$ cat config.mk
export PLATFORM = sky130hd
export DESIGN_NAME = btn_conditioner
export DESIGN_NICKNAME = d
export VERILOG_FILES = /design/src/rtl/btn_conditioner.sv
export SDC_FILE = /design/constraint.sdc
export NUM_CORES = 1
export LEC_CHECK = 0
export BUFFER_PORTS_ARGS = -buffer_cell sky130_fd_sc_hd__clkbuf_2
export CAP_MARGIN = 0
export CORE_MARGIN = 2
export CORE_UTILIZATION = 55
export DETAILED_ROUTE_END_ITERATION = 12
export HOLD_SLACK_MARGIN = 0.12
export PLACE_DENSITY_LB_ADDON = 0.15
export SYNTH_ARGS = -nofsm -noshare
export SYNTH_HDL_FRONTEND = slang
export SYNTH_SLANG_ARGS = --single-unit
export TNS_END_PERCENT = 5
$ cat constraint.sdc
create_clock -name clk -period 4.55 [get_ports clk]
set_clock_uncertainty 0.2 [all_clocks]
set_input_delay 0.455 -clock clk [delete_from_list [all_inputs] [get_ports clk]]
set_output_delay 0.455 -clock clk [all_outputs]
set_load 0.01 [all_outputs]
$ cat src/rtl/btn_conditioner.sv
// Purpose: synchronise, debounce and strobe-encode a bouncing push-button pad for the FSM block.
// Latency: press strobe DEBOUNCE_CYCLES+2 edges after the first high sample; release likewise.
// Backpressure: none; strobes are fire-and-forget single-cycle pulses, the consumer must take them.
//
// Ports:
//   clk         system clock, rising edge
//   reset       synchronous active-high reset, dominant over everything
//   btn_raw     raw asynchronous pad level, active-high, may bounce
//   btn         one-cycle press strobe plus auto-repeat strobes (to FSM.btn)
//   long_press  one-cycle strobe when a hold reaches LONG_CYCLES
//   released    one-cycle strobe on an accepted release
//   pressed     debounced level, high from press acceptance to release acceptance
module btn_conditioner #(
  parameter int DEBOUNCE_CYCLES = 500000,
  parameter int LONG_CYCLES     = 50000000,
  parameter int REPEAT_CYCLES   = 10000000,
  parameter bit REPEAT_EN       = 1'b1
) (
  input  logic clk,
  input  logic reset,
  input  logic btn_raw,
  output logic btn,
  output logic long_press,
  output logic released,
  output logic pressed
);

  // Counter widths; a floor of one bit keeps degenerate parameters legal.
  localparam int CW = (DEBOUNCE_CYCLES > 1) ? $clog2(DEBOUNCE_CYCLES) : 1;
  localparam int HW = (LONG_CYCLES > 1)     ? $clog2(LONG_CYCLES)     : 1;
  localparam int RW = (REPEAT_CYCLES > 1)   ? $clog2(REPEAT_CYCLES)   : 1;

  localparam logic [CW-1:0] CNT_MAX  = CW'(DEBOUNCE_CYCLES - 1);
  localparam logic [HW-1:0] HOLD_MAX = HW'(LONG_CYCLES - 1);
  localparam logic [RW-1:0] REP_MAX  = RW'(REPEAT_CYCLES - 1);

  typedef enum logic [1:0] {
    IDLE,
    PRESS_WAIT,
    HELD,
    RELEASE_WAIT
  } state_t;

  // Two-flop synchroniser; only s2 is allowed to reach the state machine.
  logic s1;
  logic s2;

  state_t        state;
  state_t        state_nxt;
  logic [CW-1:0] cnt;
  logic [CW-1:0] cnt_nxt;
  logic [HW-1:0] hold;
  logic [HW-1:0] hold_nxt;
  logic [RW-1:0] rep;
  logic [RW-1:0] rep_nxt;
  logic          long_fired;
  logic          long_fired_nxt;

  logic          btn_nxt;
  logic          long_press_nxt;
  logic          released_nxt;
  logic          pressed_nxt;

  // Set on any edge where the button is seen high while a press is owned,
  // which advances the hold / repeat timeline.
  logic          run_hold;

  always_ff @(posedge clk) begin
    if (reset) begin
      s1         <= 1'b0;
      s2         <= 1'b0;
      state      <= IDLE;
      cnt        <= '0;
      hold       <= '0;
      rep        <= '0;
      long_fired <= 1'b0;
      btn        <= 1'b0;
      long_press <= 1'b0;
      released   <= 1'b0;
      pressed    <= 1'b0;
    end else begin
      s1         <= btn_raw;
      s2         <= s1;
      state      <= state_nxt;
      cnt        <= cnt_nxt;
      hold       <= hold_nxt;
      rep        <= rep_nxt;
      long_fired <= long_fired_nxt;
      btn        <= btn_nxt;
      long_press <= long_press_nxt;
      released   <= released_nxt;
      pressed    <= pressed_nxt;
    end
  end

  always_comb begin
    state_nxt      = state;
    cnt_nxt        = cnt;
    hold_nxt       = hold;
    rep_nxt        = rep;
    long_fired_nxt = long_fired;
    btn_nxt        = 1'b0;
    long_press_nxt = 1'b0;
    released_nxt   = 1'b0;
    pressed_nxt    = pressed;
    run_hold       = 1'b0;

    case (state)
      IDLE: begin
        if (s2) begin
          state_nxt = PRESS_WAIT;
          cnt_nxt   = '0;
        end
      end

      PRESS_WAIT: begin
        if (!s2) begin
          // Too short to be a press: drop it silently.
          state_nxt = IDLE;
        end else if (cnt == CNT_MAX) begin
          state_nxt   = HELD;
          btn_nxt     = 1'b1;
          pressed_nxt = 1'b1;
          hold_nxt    = '0;
          rep_nxt     = '0;
        end else begin
          cnt_nxt = cnt + CW'(1);
        end
      end

      HELD: begin
        if (!s2) begin
          // Possible release: hold, rep and long_fired freeze until it is
          // either accepted or rejected as a bounce.
          state_nxt = RELEASE_WAIT;
          cnt_nxt   = '0;
        end else begin
          run_hold = 1'b1;
        end
      end

      RELEASE_WAIT: begin
        if (s2) begin
          // Bounce rejected. The button is already high again on this edge,
          // so the hold timeline resumes here; a glitch therefore delays
          // long/repeat strobes by exactly the number of low samples.
          state_nxt = HELD;
          run_hold  = 1'b1;
        end else if (cnt == CNT_MAX) begin
          state_nxt      = IDLE;
          pressed_nxt    = 1'b0;
          released_nxt   = 1'b1;
          long_fired_nxt = 1'b0;
        end else begin
          cnt_nxt = cnt + CW'(1);
        end
      end

      default: begin
        state_nxt = IDLE;
      end
    endcase

    if (run_hold) begin
      if (!long_fired) begin
        // hold saturates at HOLD_MAX; the long strobe marks the saturation.
        if (hold != HOLD_MAX) begin
          hold_nxt = hold + HW'(1);
        end else begin
          long_press_nxt = 1'b1;
          long_fired_nxt = 1'b1;
          rep_nxt        = '0;
        end
      end else if (REPEAT_EN) begin
        // rep starts from 0 on the long-press edge, so the first repeat
        // lands REPEAT_CYCLES after long_press and never coincides with it.
        if (rep == REP_MAX) begin
          btn_nxt = 1'b1;
          rep_nxt = '0;
        end else begin
          rep_nxt = rep + RW'(1);
        end
      end
    end
  end

endmodule
# Word-level counts from Yosys, hierarchy flattened
# Cells that the tools add are included.
op_classes:
  n_addsub: 3
  n_eq_ne: 14
  muxes: 46
  n_bitwise: 2
  reduce_logical: 8
op_table:
  columns: ["cell", "n"]
  rows:
  - ["24-bit 2-to-1 mux", 7]
  - ["26-bit 2-to-1 mux", 6]
  - ["19-bit 2-to-1 mux", 5]
  - ["19-bit case mux with 4 select lines", 1]
  - ["26-bit by 1-bit adder with 26-bit output, second input constant", 1]
  - ["26-bit inequality test, second input constant", 1]
  - ["24-bit by 1-bit adder with 24-bit output, second input constant", 1]
  - ["24-bit equality test, second input constant", 1]
  - ["19-bit by 1-bit adder with 19-bit output, second input constant", 1]
  - ["19-bit equality test, second input constant", 1]
  - ["1-bit 2-to-1 mux", 19]
  - ["2-bit 2-to-1 mux", 6]
  - ["2-bit inequality test, second input constant", 6]
  - ["2-bit case mux with 4 select lines", 1]
  - ["4-bit AND reduction", 2]
  - ["3-bit inequality test, second input constant", 2]
  - ["3-bit OR reduction", 2]
  - ["5-bit AND reduction", 1]
  - ["2-bit equality test, second input constant", 2]
  - ["2-bit by 1-bit equality test with 1-bit output, second input constant", 1]
  - ["2-bit logical NOT", 1]
  - ["1-bit inverter", 2]
  - ["1-bit case mux with 2 select lines", 1]
  - ["2-bit nonzero test", 1]
  - ["2-bit OR reduction", 1]
totals:
  register_bits: 78
  input_bits: 3
  out_inout_bits: 4

# Logic depth before layout (Yosys ltp)
# Gate-level depths: netlist of run 1.
logic_depth:
  word_depth: 7
  ltp_mapped: 9
  depth_no_buf: 7

# Worst setup path before layout of run 1
# OpenSTA, ideal clock, no wires.
synth_timing:
  kind: "register -> register"
  start: "register hold[8]"
  end: "register rep[4]"
  setup_time_ns: 0.117
  arrival_ns: 2.310
  required_time_ns: 4.233
  setup_slack_ns: 1.923
  stages_incl_launch_ff: 9
  path_buffers: 2
  period_less_slack_ns: 2.627
  cell_sequence: "dfxtp_1 or4_1 or4_1 buf_2 o31a_1 and2_4 buf_6 a21o_1 a22o_1"
synth_between:
  elab_chain_cells: 4
synth_rtl:
  columns: ["item", "line_no", "text"]
  rows:
  - ["start, declared", "52", "logic [HW-1:0] hold;"]
  - ["start signal, assigned", "86", "hold <= hold_nxt;"]
  - ["26-bit inequality test", "167", "if (hold != HOLD_MAX) begin"]
  - ["24-bit 2-to-1 mux", "167", null]
  - ["24-bit 2-to-1 mux", "165", "if (!long_fired) begin"]
  - ["24-bit 2-to-1 mux", "164", "if (run_hold) begin"]
  - ["end signal, assigned", "87", "rep <= rep_nxt;"]
  - ["end, declared", "54", "logic [RW-1:0] rep;"]
# Every way passes these cells.
# A chain may end at the register's enable or synchronous reset.

# Worst setup path in the final report of run 1
layout_timing:
  start: "register hold[0]"
  end: "register hold[16]"
layout_between:
  elab_chain_cells: 4
  word_cells_on_any_way: 5
layout_rtl:
  columns: ["item", "line_no"]
  rows:
  - ["26-bit by 1-bit adder with 26-bit output or 26-bit inequality test (tied branches)", "168, 167"]
  - ["26-bit 2-to-1 mux (*)", "167"]
  - ["26-bit 2-to-1 mux (*)", "165"]
  - ["26-bit 2-to-1 mux (*)", "164"]
# Every way passes the cells marked *; elsewhere a longest branch is shown, timed or not.

==> run metrics, run 1 <==
overall global routing resource usage=21.5%; die extent in x=87.1 µm; HPWL after detailed placement=5.36 mm; floorplan die area=0.00759 mm²; Peak supply drop=0.000182 V; slowest library cell on the worst path=sky130_fd_sc_hd__o21ai_0; final worst-path cycle share=68.6%; Clock Pin Slew Worst Setup and Hold Paths=70 ps; I/O pin cnt=7; P per Cell Area=314 mW/mm²; global-route wire length before repair=13.2 mm; drt first pass iters=4; CTS-repair resized insts=0; iteration-0 DRC count of the detailed router=134; minimum hold slack=246 ps; simple-gate portion of the synthesized area=32.4%; average routed wire per standard cell=14.1 µm; Req. time, crit path=4540 ps; post-synthesis adder-cell area fraction=0.987%; kind of start point of the critical path=flop; number of enable flip-flop cells after synthesis=0; total nets after synthesis=472; setup slack after layout=1430 ps; number of vias per cell after detailed routing=6.00; number of diodes=0; average size of a mapped cell=8.16 µm²; sequential standard cell area=0.00156 mm²; pin count of the biggest net entering global routing=26; CP Capture Type=flop; minimum period implied by the final worst setup slack=3120 ps; Core Footprint=0.00676 mm²; final wirelength=7.76 mm; Post-route DRC=0; count of warnings emitted by yosys=0; gpl congestion=0.819; number of clock buffers inserted by TritonCTS=9; antenna violations before repair=0; DIE HEIGHT=87.1 µm; fraction of the mapped netlist area in compound gates=10.1%; count of cell types in the netlist=47; largest fanout on the critical path=11; Max Cap Viol=0; worst slew slack as a fraction of its limit=17.3%; worst min-delay path category=flop to flop; post-layout util=60.6%; buffer cell driving the clock tree root=sky130_fd_sc_hd__clkbuf_8; run status=finished, final reports clean; number of buffers inserted by port buffering=6; number of global-route vias before repair=2970; antenna violation net count after detailed routing=0; FMAX=321 MHz; most common cell after layout, fill and taps aside=sky130_fd_sc_hd__dfxtp_1; critical setup path kind=flop to flop; buffer and inverter count on the worst path=0; Layout area overhead=7.74%; static leakage power=1.34 nW; Syn Inst Count=466; commonest non-fill, non-tap cells in the layout=sky130_fd_sc_hd__dfxtp_1 (78), sky130_fd_sc_hd__nor2_1 (60), sky130_fd_sc_hd__nand3_1 (38); vias post-DR=3301; Fin. Hold Viols=0; multiplexer area fraction after synthesis=3.79%; clock latency on the worst-skew pair=340 ps; arrival time reported for the critical path endpoint=3110 ps; Netlist Area Pre-Place=0.00380 mm²; Slew @ Worst Pin=1240 ps; Max stage delay on crit path=890 ps; number of flip-flops and latches in the synthesized netlist=78; layout cell share with drive strength beyond 1=6.38%; multi-input combinational cell area=0.00210 mm²; Post-synth ARST share=0%; Filler Cells Inserted=630; sequential-to-total area share from yosys stat=41.1%; clk buf depth=2; final slew viol count=0; pre-CTS setup slack=1490 ps; CP delay by family, top=simple AND/OR/NAND/NOR gates; setup repair after global routing missed its margin=no; Top FF cell, synth=sky130_fd_sc_hd__dfxtp_1; post-route total power=1.28 mW; fraction of synthesized cell area in xor and xnor cells=7.83%; starting density of the core=56.3%; number of H-tree levels=3; final setup violation count=0; row count=30; main combinational cell family by area after synthesis=simple AND/OR/NAND/NOR gates; total number of nets in the final design=472; number of clock sinks seen by CTS=78; worst-path cell chain=ha_1 -> nand4_1 -> or4_1 -> o21ai_0 -> nor3_1 -> xnor2_1 -> nor2_1; grt total ovfl=0; Setup TNS=0 ps; TritonCTS clock tree=yes
-- sequential cells by signal (all words and copies together) (netlist names), named ones only --
signal / count
hold: 26
rep: 24
cnt: 19
btn: 1
long_fired: 1
long_press: 1
pressed: 1
released: 1
s1: 1
s2: 1
state: 1
-- what timing repair did --
action / in CTS / in global routing
hold endpoints to repair: 1 / 0
setup endpoints to repair: 0 / 0
hold buffers: 1 / 0
setup buffers: 0 / 0
-- per-layer routing --
metal / vias to the layer above / share of wire (%) / GRT usage (%)
li1: 1659 / - / -
met1: 1575 / 49 / 29.2
met2: 58 / 47 / 34.2
met3: 9 / 3.1 / 2.84
met4: 0 / 1.2 / 9.37
met5: - / 0 / 0
-- kinds of logic after synthesis --
group	count (synthesis)
multiplexers	14
buffers and inverters	35
AO/OA/AOI/OAI	66
XOR/XNOR	34
flip-flops	78
adder cells (fa/ha/maj)	3
AND/OR/NAND/NOR	236
-- worst reg2reg max path, cell delays in order (launching register included) --
cell and delay (ps):
sky130_fd_sc_hd__dfxtp_1 410, sky130_fd_sc_hd__ha_1 230, sky130_fd_sc_hd__nand4_1 180, sky130_fd_sc_hd__or4_1 650, sky130_fd_sc_hd__o21ai_0 890, sky130_fd_sc_hd__nor3_1 140, sky130_fd_sc_hd__xnor2_1 220, sky130_fd_sc_hd__nor2_1 50
-- metrics by stage --
stage | cell area, µm² | std cells
4_1_cts | 4100 | 550
5_1_grt | 4100 | 550
6_report | 4100 | 550
2_1_floorplan | 3800 | 466
3_3_place_gp | 3860 | 534
3_5_place_dp | 3860 | 534
-- cell usage after synthesis (11+ instances only) --
| cell type | count | share of area, % |
|---|---|---|
| sky130_fd_sc_hd__xor2_1 | 17 | 3.9 |
| sky130_fd_sc_hd__nand2_1 | 36 | 3.6 |
| sky130_fd_sc_hd__a21oi_1 | 31 | 4.1 |
| sky130_fd_sc_hd__clkbuf_1 | 14 | 1.4 |
| sky130_fd_sc_hd__nor4_1 | 11 | 1.8 |
| sky130_fd_sc_hd__dfxtp_1 | 78 | 41 |
| sky130_fd_sc_hd__mux2i_1 | 11 | 2.9 |
| sky130_fd_sc_hd__or3_1 | 13 | 2.1 |
| sky130_fd_sc_hd__nand3_1 | 38 | 5.0 |
| sky130_fd_sc_hd__nand4_1 | 19 | 3.1 |
| sky130_fd_sc_hd__xnor2_1 | 17 | 3.9 |
| sky130_fd_sc_hd__nor2_1 | 60 | 5.9 |
| sky130_fd_sc_hd__inv_1 | 15 | 1.5 |
| sky130_fd_sc_hd__nor3_1 | 14 | 1.8 |
| sky130_fd_sc_hd__o21ai_0 | 15 | 2.0 |
-- area by class of cell --
type / instances / area share, %
clock buffer: 11 / 3.70
tap: 80 / 2.44
sequential: 78 / 38.1
timing repair buffer: 9 / 1.34
clock inverter: 4 / 1.71
multi-input combinational: 353 / 51.3
inverter: 15 / 1.37
-- final timing paths --
kind	startpoint	cells past startpoint	to	slack [ps]
hold / removal	s1	1	s2	250
hold reg to reg	s1	1	s2	250
setup reg to reg	hold[0]	7	hold[16]	1430
setup / recovery	hold[0]	7	hold[16]	1430
-- power breakdown --
part | switching, mW | internal [mW] | total [mW]
clock network | 0.238 | 0.334 | 0.572
logic | 0.0189 | 0.00798 | 0.0269
registers | 0.00217 | 0.684 | 0.686
total | 0.259 | 1.03 | 1.28
Note: power is estimated with default switching activity, not from simulation.
==> run 2, diff against run 1 <==
clock period = 3.2 ns   (was 4.55 ns; I/O delays follow)
==> run 2 against run 1 <==
Compared with the run above: power grew 51%; non-clock buffer count grew 7; design area grew 2.1%; first-iteration DRC count grew 9.7%; critical path type unchanged.
==> run metrics, run 2 (synthesis results as in run 1) <==
worst min-delay path category=primary input to flop; terminus of the critical flop-to-flop path=rep[7]; number of vias per cell after detailed routing=5.86 (-2.4%); P per Cell Area=464 mW/mm² (+48%); pre-CTS setup slack=510 ps (-983 ps); number of global-route vias before repair=2921 (-1.6%); total number of nets in the final design=479 (+1.5%); Hold Path Cell Cnt=2 (+1); number of clock sinks seen by CTS=78 (unchanged); floorplan die area=0.00759 mm² (unchanged); largest fanout on the critical path=20 (+9); run status=finished, final reports clean; drt first pass iters=4 (unchanged); FMAX=370 MHz (+15%); number of buffers inserted by port buffering=6 (unchanged); sequential standard cell area=0.00156 mm² (unchanged); DIE HEIGHT=87.1 µm (unchanged); average routed wire per standard cell=14.0 µm (-0.77%); highest-utilization routing layer at the global route stage=met2; registers with the most flip-flops=hold: 26 flops, rep: 24 flops, cnt: 19 flops; die extent in x=87.1 µm (unchanged); commonest non-fill, non-tap cells in the layout=sky130_fd_sc_hd__dfxtp_1 (78), sky130_fd_sc_hd__nor2_1 (60), sky130_fd_sc_hd__nand3_1 (38); worst reg-to-reg setup slack=490 ps (-940 ps); final worst-path cycle share=84.5% (+16 points); Setup TNS=0 ps (unchanged); gpl congestion=0.812 (-0.83%); arrival time reported for the critical path endpoint=2750 ps (-360 ps); HPWL after detailed placement=5.40 mm (+0.84%); starting density of the core=56.3% (unchanged); Clock Pin Slew Worst Setup and Hold Paths=80 ps (about the same); number of clock buffers inserted by TritonCTS=9 (unchanged); overall global routing resource usage=22.1% (+0.59 points); Max Cap Viol=0 (unchanged); global-route wire length before repair=13.5 mm (+2.5%); met2 Track Usage GR=34.3% (+0.069 points); static leakage power=1.38 nW (+3.6%); TritonCTS clock tree=yes; I/O pin cnt=7 (unchanged); number of diodes=0 (unchanged); post-route total power=1.94 mW (+51%); Fin. Hold Viols=0 (unchanged); Hold Crit Endpoint=btn; pin count of the biggest net entering global routing=23 (-12%); post-layout util=61.9% (+1.3 points); met1 track demand over resource in global routing=30.7% (+1.5 points); multi-input combinational cell area=0.00210 mm² (unchanged); Post-route DRC=0 (unchanged); Peak supply drop=0.000295 V (+62%); layout cell share with drive strength beyond 1=7.76% (+1.4 points); grt total ovfl=0 (unchanged); Req. time, crit path=3250 ps (-1290 ps); Layout area overhead=10.0%; minimum period implied by the final worst setup slack=2710 ps (-414 ps); flip-flop count of the largest register after layout=26 (unchanged); vias post-DR=3262 (-1.2%); iteration-0 DRC count of the detailed router=147 (+9.7%); number of H-tree levels=3 (unchanged); count of non-filler cells in the finished layout=557 (+1.3%); origin of the worst min-delay path=reset; Largest Register=hold; critical setup path kind=flop to flop; clock latency on the worst-skew pair=350 ps (about the same); antenna violation net count after detailed routing=0 (unchanged); row count=30 (unchanged); worst r2r src=hold[11]; final slew viol count=0 (unchanged); Filler Cells Inserted=624 (-0.95%); depth of the worst register-to-register path=6 (-1); most common cell after layout, fill and taps aside=sky130_fd_sc_hd__dfxtp_1; clk buf depth=2 (unchanged); final setup violation count=0 (unchanged); worst slew slack as a fraction of its limit=54.6% (+37 points); antenna violations before repair=0 (unchanged); setup slack after layout=494 ps (-936 ps); Slew @ Worst Pin=677 ps (-560 ps); DP Cell Count=541 (+1.3%); kind of start point of the critical path=flop; setup repair after global routing missed its margin=no; number of post-CTS setup repair buffers=0 (unchanged); final wirelength=7.80 mm (+0.49%); met3 Usage GRT=3.41% (+0.57 points); buffer cell driving the clock tree root=sky130_fd_sc_hd__clkbuf_8; Core Footprint=0.00676 mm² (unchanged); CP Capture Type=flop
-- run 2: changes by cell type in the layout (fill, tap and decap cells not counted), sizes merged --
cell | before | now
clkbuf | 17 | 18
bufinv | 2 | 3
clkinv | 2 | 0
buf | 2 | 9
-- run 2: where the power goes --
group | leakage (nW) | switching (mW) | internal (mW)
clock | 0.129 | 0.347 | 0.578
combinational | 0.627 | 0.0268 | 0.0138
sequential | 0.629 | 0.00335 | 0.972
total | 1.38 | 0.377 | 1.56
-- run 2: per-layer routing --
layer	share of wire, %	routed length (µm)
met3	2.9	228
met4	1.6	127
met5	0	0
met2	46	3570
met1	50	3880
-- run 2: per-stage QoR --
stage	instance area [µm²]	hold WS, ps
floorplan	3800	214
global placement	3920	217
detailed placement	3920	226
CTS	4180	249
global route	4180	276
finish	4180	250
-- run 2: worst max path at each step --
stage | startpoint | end | depth (start not counted)
after floorplan | hold[8] | rep[4] | 8
after CTS | hold[8] | rep[7] | 6
after detailed placement | hold[8] | rep[7] | 6
after global routing | hold[0] | rep[7] | 7
final | hold[11] | rep[7] | 6
after global placement | hold[8] | rep[7] | 6
-- run 2: timing repair --
action	in CTS	in global routing
hold buffers	1	0
hold endpoints to repair	1	0
gates resized for setup	0	0
-- run 2: worst max-delay path, stage by stage, from the launching register on --
cell                       delay, ps
sky130_fd_sc_hd__dfxtp_1         350
sky130_fd_sc_hd__or4_1           500
sky130_fd_sc_hd__or4_1           570
sky130_fd_sc_hd__o31a_1          380
sky130_fd_sc_hd__and2_4          250
sky130_fd_sc_hd__o21bai_1        180
sky130_fd_sc_hd__a21o_1          180
-- run 2: cell type report --
type / instances / share of cell area [%]
repair buffers: 16 / 2.57
inverters: 15 / 1.35
clock inverters: 3 / 2.15
multi-input cells: 353 / 50.2
well taps: 80 / 2.39
flip-flops and latches: 78 / 37.3
clock buffers: 12 / 3.95
==> run 3, diff against run 2 <==
clock period = 2.23 ns   (was 3.2 ns; I/O delays follow)
==> run 3 against run 2 <==
Compared with the run above: the run now ends with negative setup slack left; first-iteration DRC count rose by 17%; via count is 8.8% higher; clock power rose by 28%; clock-buffer cell count increased by 1; power rose by 37%; combinational power grew 84%; sequential share of layout area fell by 4.2 points; critical endpoint is now rep[9].
==> run metrics, run 3 (synthesis results as in run 1) <==
terminus of the critical flop-to-flop path=rep[9]; placement-stage cell area=0.00437 mm² (+12%); drt first pass iters=4 (unchanged); clk buf depth=2 (unchanged); grt total ovfl=0 (unchanged); slowest library cell on the worst path=sky130_fd_sc_hd__or4_1; run status=finished with violations; pin count of the biggest net entering global routing=22 (-4.3%); number of clock sinks seen by CTS=78 (unchanged); pre-CTS setup slack=-227 ps (-737 ps); critical setup path kind=flop to flop; layout cell share with drive strength beyond 1=20.8% (+13 points); buffer and inverter count on the worst path=0 (unchanged); final slew viol count=0 (unchanged); buffer cell driving the clock tree root=sky130_fd_sc_hd__clkbuf_8; HPWL after detailed placement=6.13 mm (+14%); Peak supply drop=0.000319 V (+8.0%); number of buffers inserted by port buffering=6 (unchanged); most common cell after layout, fill and taps aside=sky130_fd_sc_hd__dfxtp_1; CP delay by family, top=simple AND/OR/NAND/NOR gates; floorplan die area=0.00759 mm² (unchanged); minimum period implied by the final worst setup slack=2450 ps (-254 ps); worst-path cell chain=or4_1 -> or4_4 -> o31a_1 -> and2_2 -> a21oi_1 -> mux2i_1; final wirelength=9.08 mm (+16%); number of H-tree levels=3 (unchanged); number of global-route vias before repair=3356 (+15%); number of post-CTS setup repair buffers=0 (unchanged); FMAX=408 MHz (+10%); P per Cell Area=563 mW/mm² (+21%); kind of start point of the critical path=flop; minimum hold slack=256 ps (+6.10 ps); worst r2r src=hold[8]; registers with the most flip-flops=hold: 26 flops, rep: 24 flops, cnt: 19 flops; Hold Path Cell Cnt=1 (-1); iteration-0 DRC count of the detailed router=172 (+17%); largest fanout on the critical path=5 (-75%); WP depth=6 (unchanged); starting density of the core=56.3% (unchanged); antenna violations before repair=0 (unchanged); I/O pin cnt=7 (unchanged); antenna violation net count after detailed routing=0 (unchanged); failing checks=negative setup slack; total number of nets in the final design=540 (+13%); Final Cell Area=0.00472 mm² (+13%); CP Capture Type=flop; Slew @ Worst Pin=687 ps (+9.48 ps); TritonCTS clock tree=yes; static leakage power=1.70 nW (+23%); overall global routing resource usage=25.0% (+2.9 points); Max Cap Viol=0 (unchanged); gpl congestion=0.825 (+1.6%); setup repair after global routing missed its margin=yes; final setup violation count=35 (+35); number of diodes=0 (unchanged); worst min-delay path category=flop to flop; number of clock buffers inserted by TritonCTS=9 (unchanged); Post-route DRC=0 (unchanged); row count=30 (unchanged); final worst-path cycle share=110% (+25 points); DIE HEIGHT=87.1 µm (unchanged); Req. time, crit path=2260 ps (-990 ps); setup slack after layout=-222 ps (-716 ps); worst reg-to-reg setup slack=-220 ps (-720 ps); Clock Pin Slew Worst Setup and Hold Paths=80 ps (about the same); post-layout util=69.9% (+8.0 points); flip-flop count of the largest register after layout=26 (unchanged); die extent in x=87.1 µm (unchanged); Fin. Hold Viols=0 (unchanged); clock latency on the worst-skew pair=350 ps (about the same); CP Launch Point=hold[8]; depth of the worst register-to-register path=6 (unchanged); critical path capture point=rep[9]; vias post-DR=3548 (+8.8%); arrival time reported for the critical path endpoint=2480 ps (-270 ps); average routed wire per standard cell=14.7 µm (+4.7%); Layout area overhead=24.2%; number of vias per cell after detailed routing=5.73 (-2.1%); worst slew slack as a fraction of its limit=54.2% (-0.42 points); Largest Register=hold; commonest non-fill, non-tap cells in the layout=sky130_fd_sc_hd__dfxtp_1 (76), sky130_fd_sc_hd__buf_4 (64), sky130_fd_sc_hd__nor2_1 (59); Core Footprint=0.00676 mm² (unchanged); global-route wire length before repair=15.2 mm (+12%); Max stage delay on crit path=510 ps (-60 ps)
[run 3: cell count changes in the layout (fill, tap and decap cells not counted), moves of 3 or more]
cell / delta
sky130_fd_sc_hd__a21oi_1: -8
sky130_fd_sc_hd__buf_4: +55
sky130_fd_sc_hd__a21oi_2: +8
sky130_fd_sc_hd__clkbuf_1: +3
sky130_fd_sc_hd__o21ai_0: -3
[run 3: worst min path at each step]
stage | start | end
6_report | s1 | s2
5_1_grt | s1 | s2
4_1_cts | s1 | s2
3_5_place_dp | s1 | s2
3_3_place_gp | s1 | s2
2_1_floorplan | btn_raw | s1
[run 3: timing repair]
action	in CTS	in global routing
gates cloned	2	1
endpoints found under the setup margin	55	68
hold buffers	2	0
pin swaps	2	4
hold endpoints to repair	7	0
gates resized for setup	5	20
[run 3: layout make-up]
type                    instances  area (µm²)
multi-input cells             355        2200
fillers                       563        2040
flip-flops and latches         78        1560
repair buffers                 75         582
clock buffers                  13         149
well taps                      80         100
clock inverters                 3        67.6
inverters                      15        56.3
[run 3: stage by stage]
stage               power (mW)  setup TNS, ps  instances
floorplan                 1.47          -8490        466
global placement          1.49          -4280        598
detailed placement        1.50          -6240        598
CTS                       2.66          -5430        618
global route              2.73          -7050        619
finish                    2.66          -4100        619
[run 3: metal layers]
| metal | wire, µm | vias to the layer above | global-route usage [%] | part of all wire [%] |
|---|---|---|---|---|
| met5 | 0 | - | 0 | 0 |
| met4 | 125 | 0 | 9.51 | 1.4 |
| met3 | 311 | 11 | 4.64 | 3.4 |
| met2 | 4330 | 64 | 40.9 | 48 |
| met1 | 4320 | 1669 | 32.8 | 48 |
| li1 | - | 1804 | - | - |
[run 3: power breakdown]
group / total, mW / switching, mW / internal [mW]
Combinational: 0.0748 / 0.0472 / 0.0275
Clock: 1.18 / 0.521 / 0.664
Sequential: 1.40 / 0.00253 / 1.40
[run 3: worst register-to-register path, stage by stage (launching register included)]
cell,delay [ps]
sky130_fd_sc_hd__dfxtp_1,320
sky130_fd_sc_hd__or4_1,510
sky130_fd_sc_hd__or4_4,470
sky130_fd_sc_hd__o31a_1,330
sky130_fd_sc_hd__and2_2,270
sky130_fd_sc_hd__a21oi_1,150
sky130_fd_sc_hd__mux2i_1,100
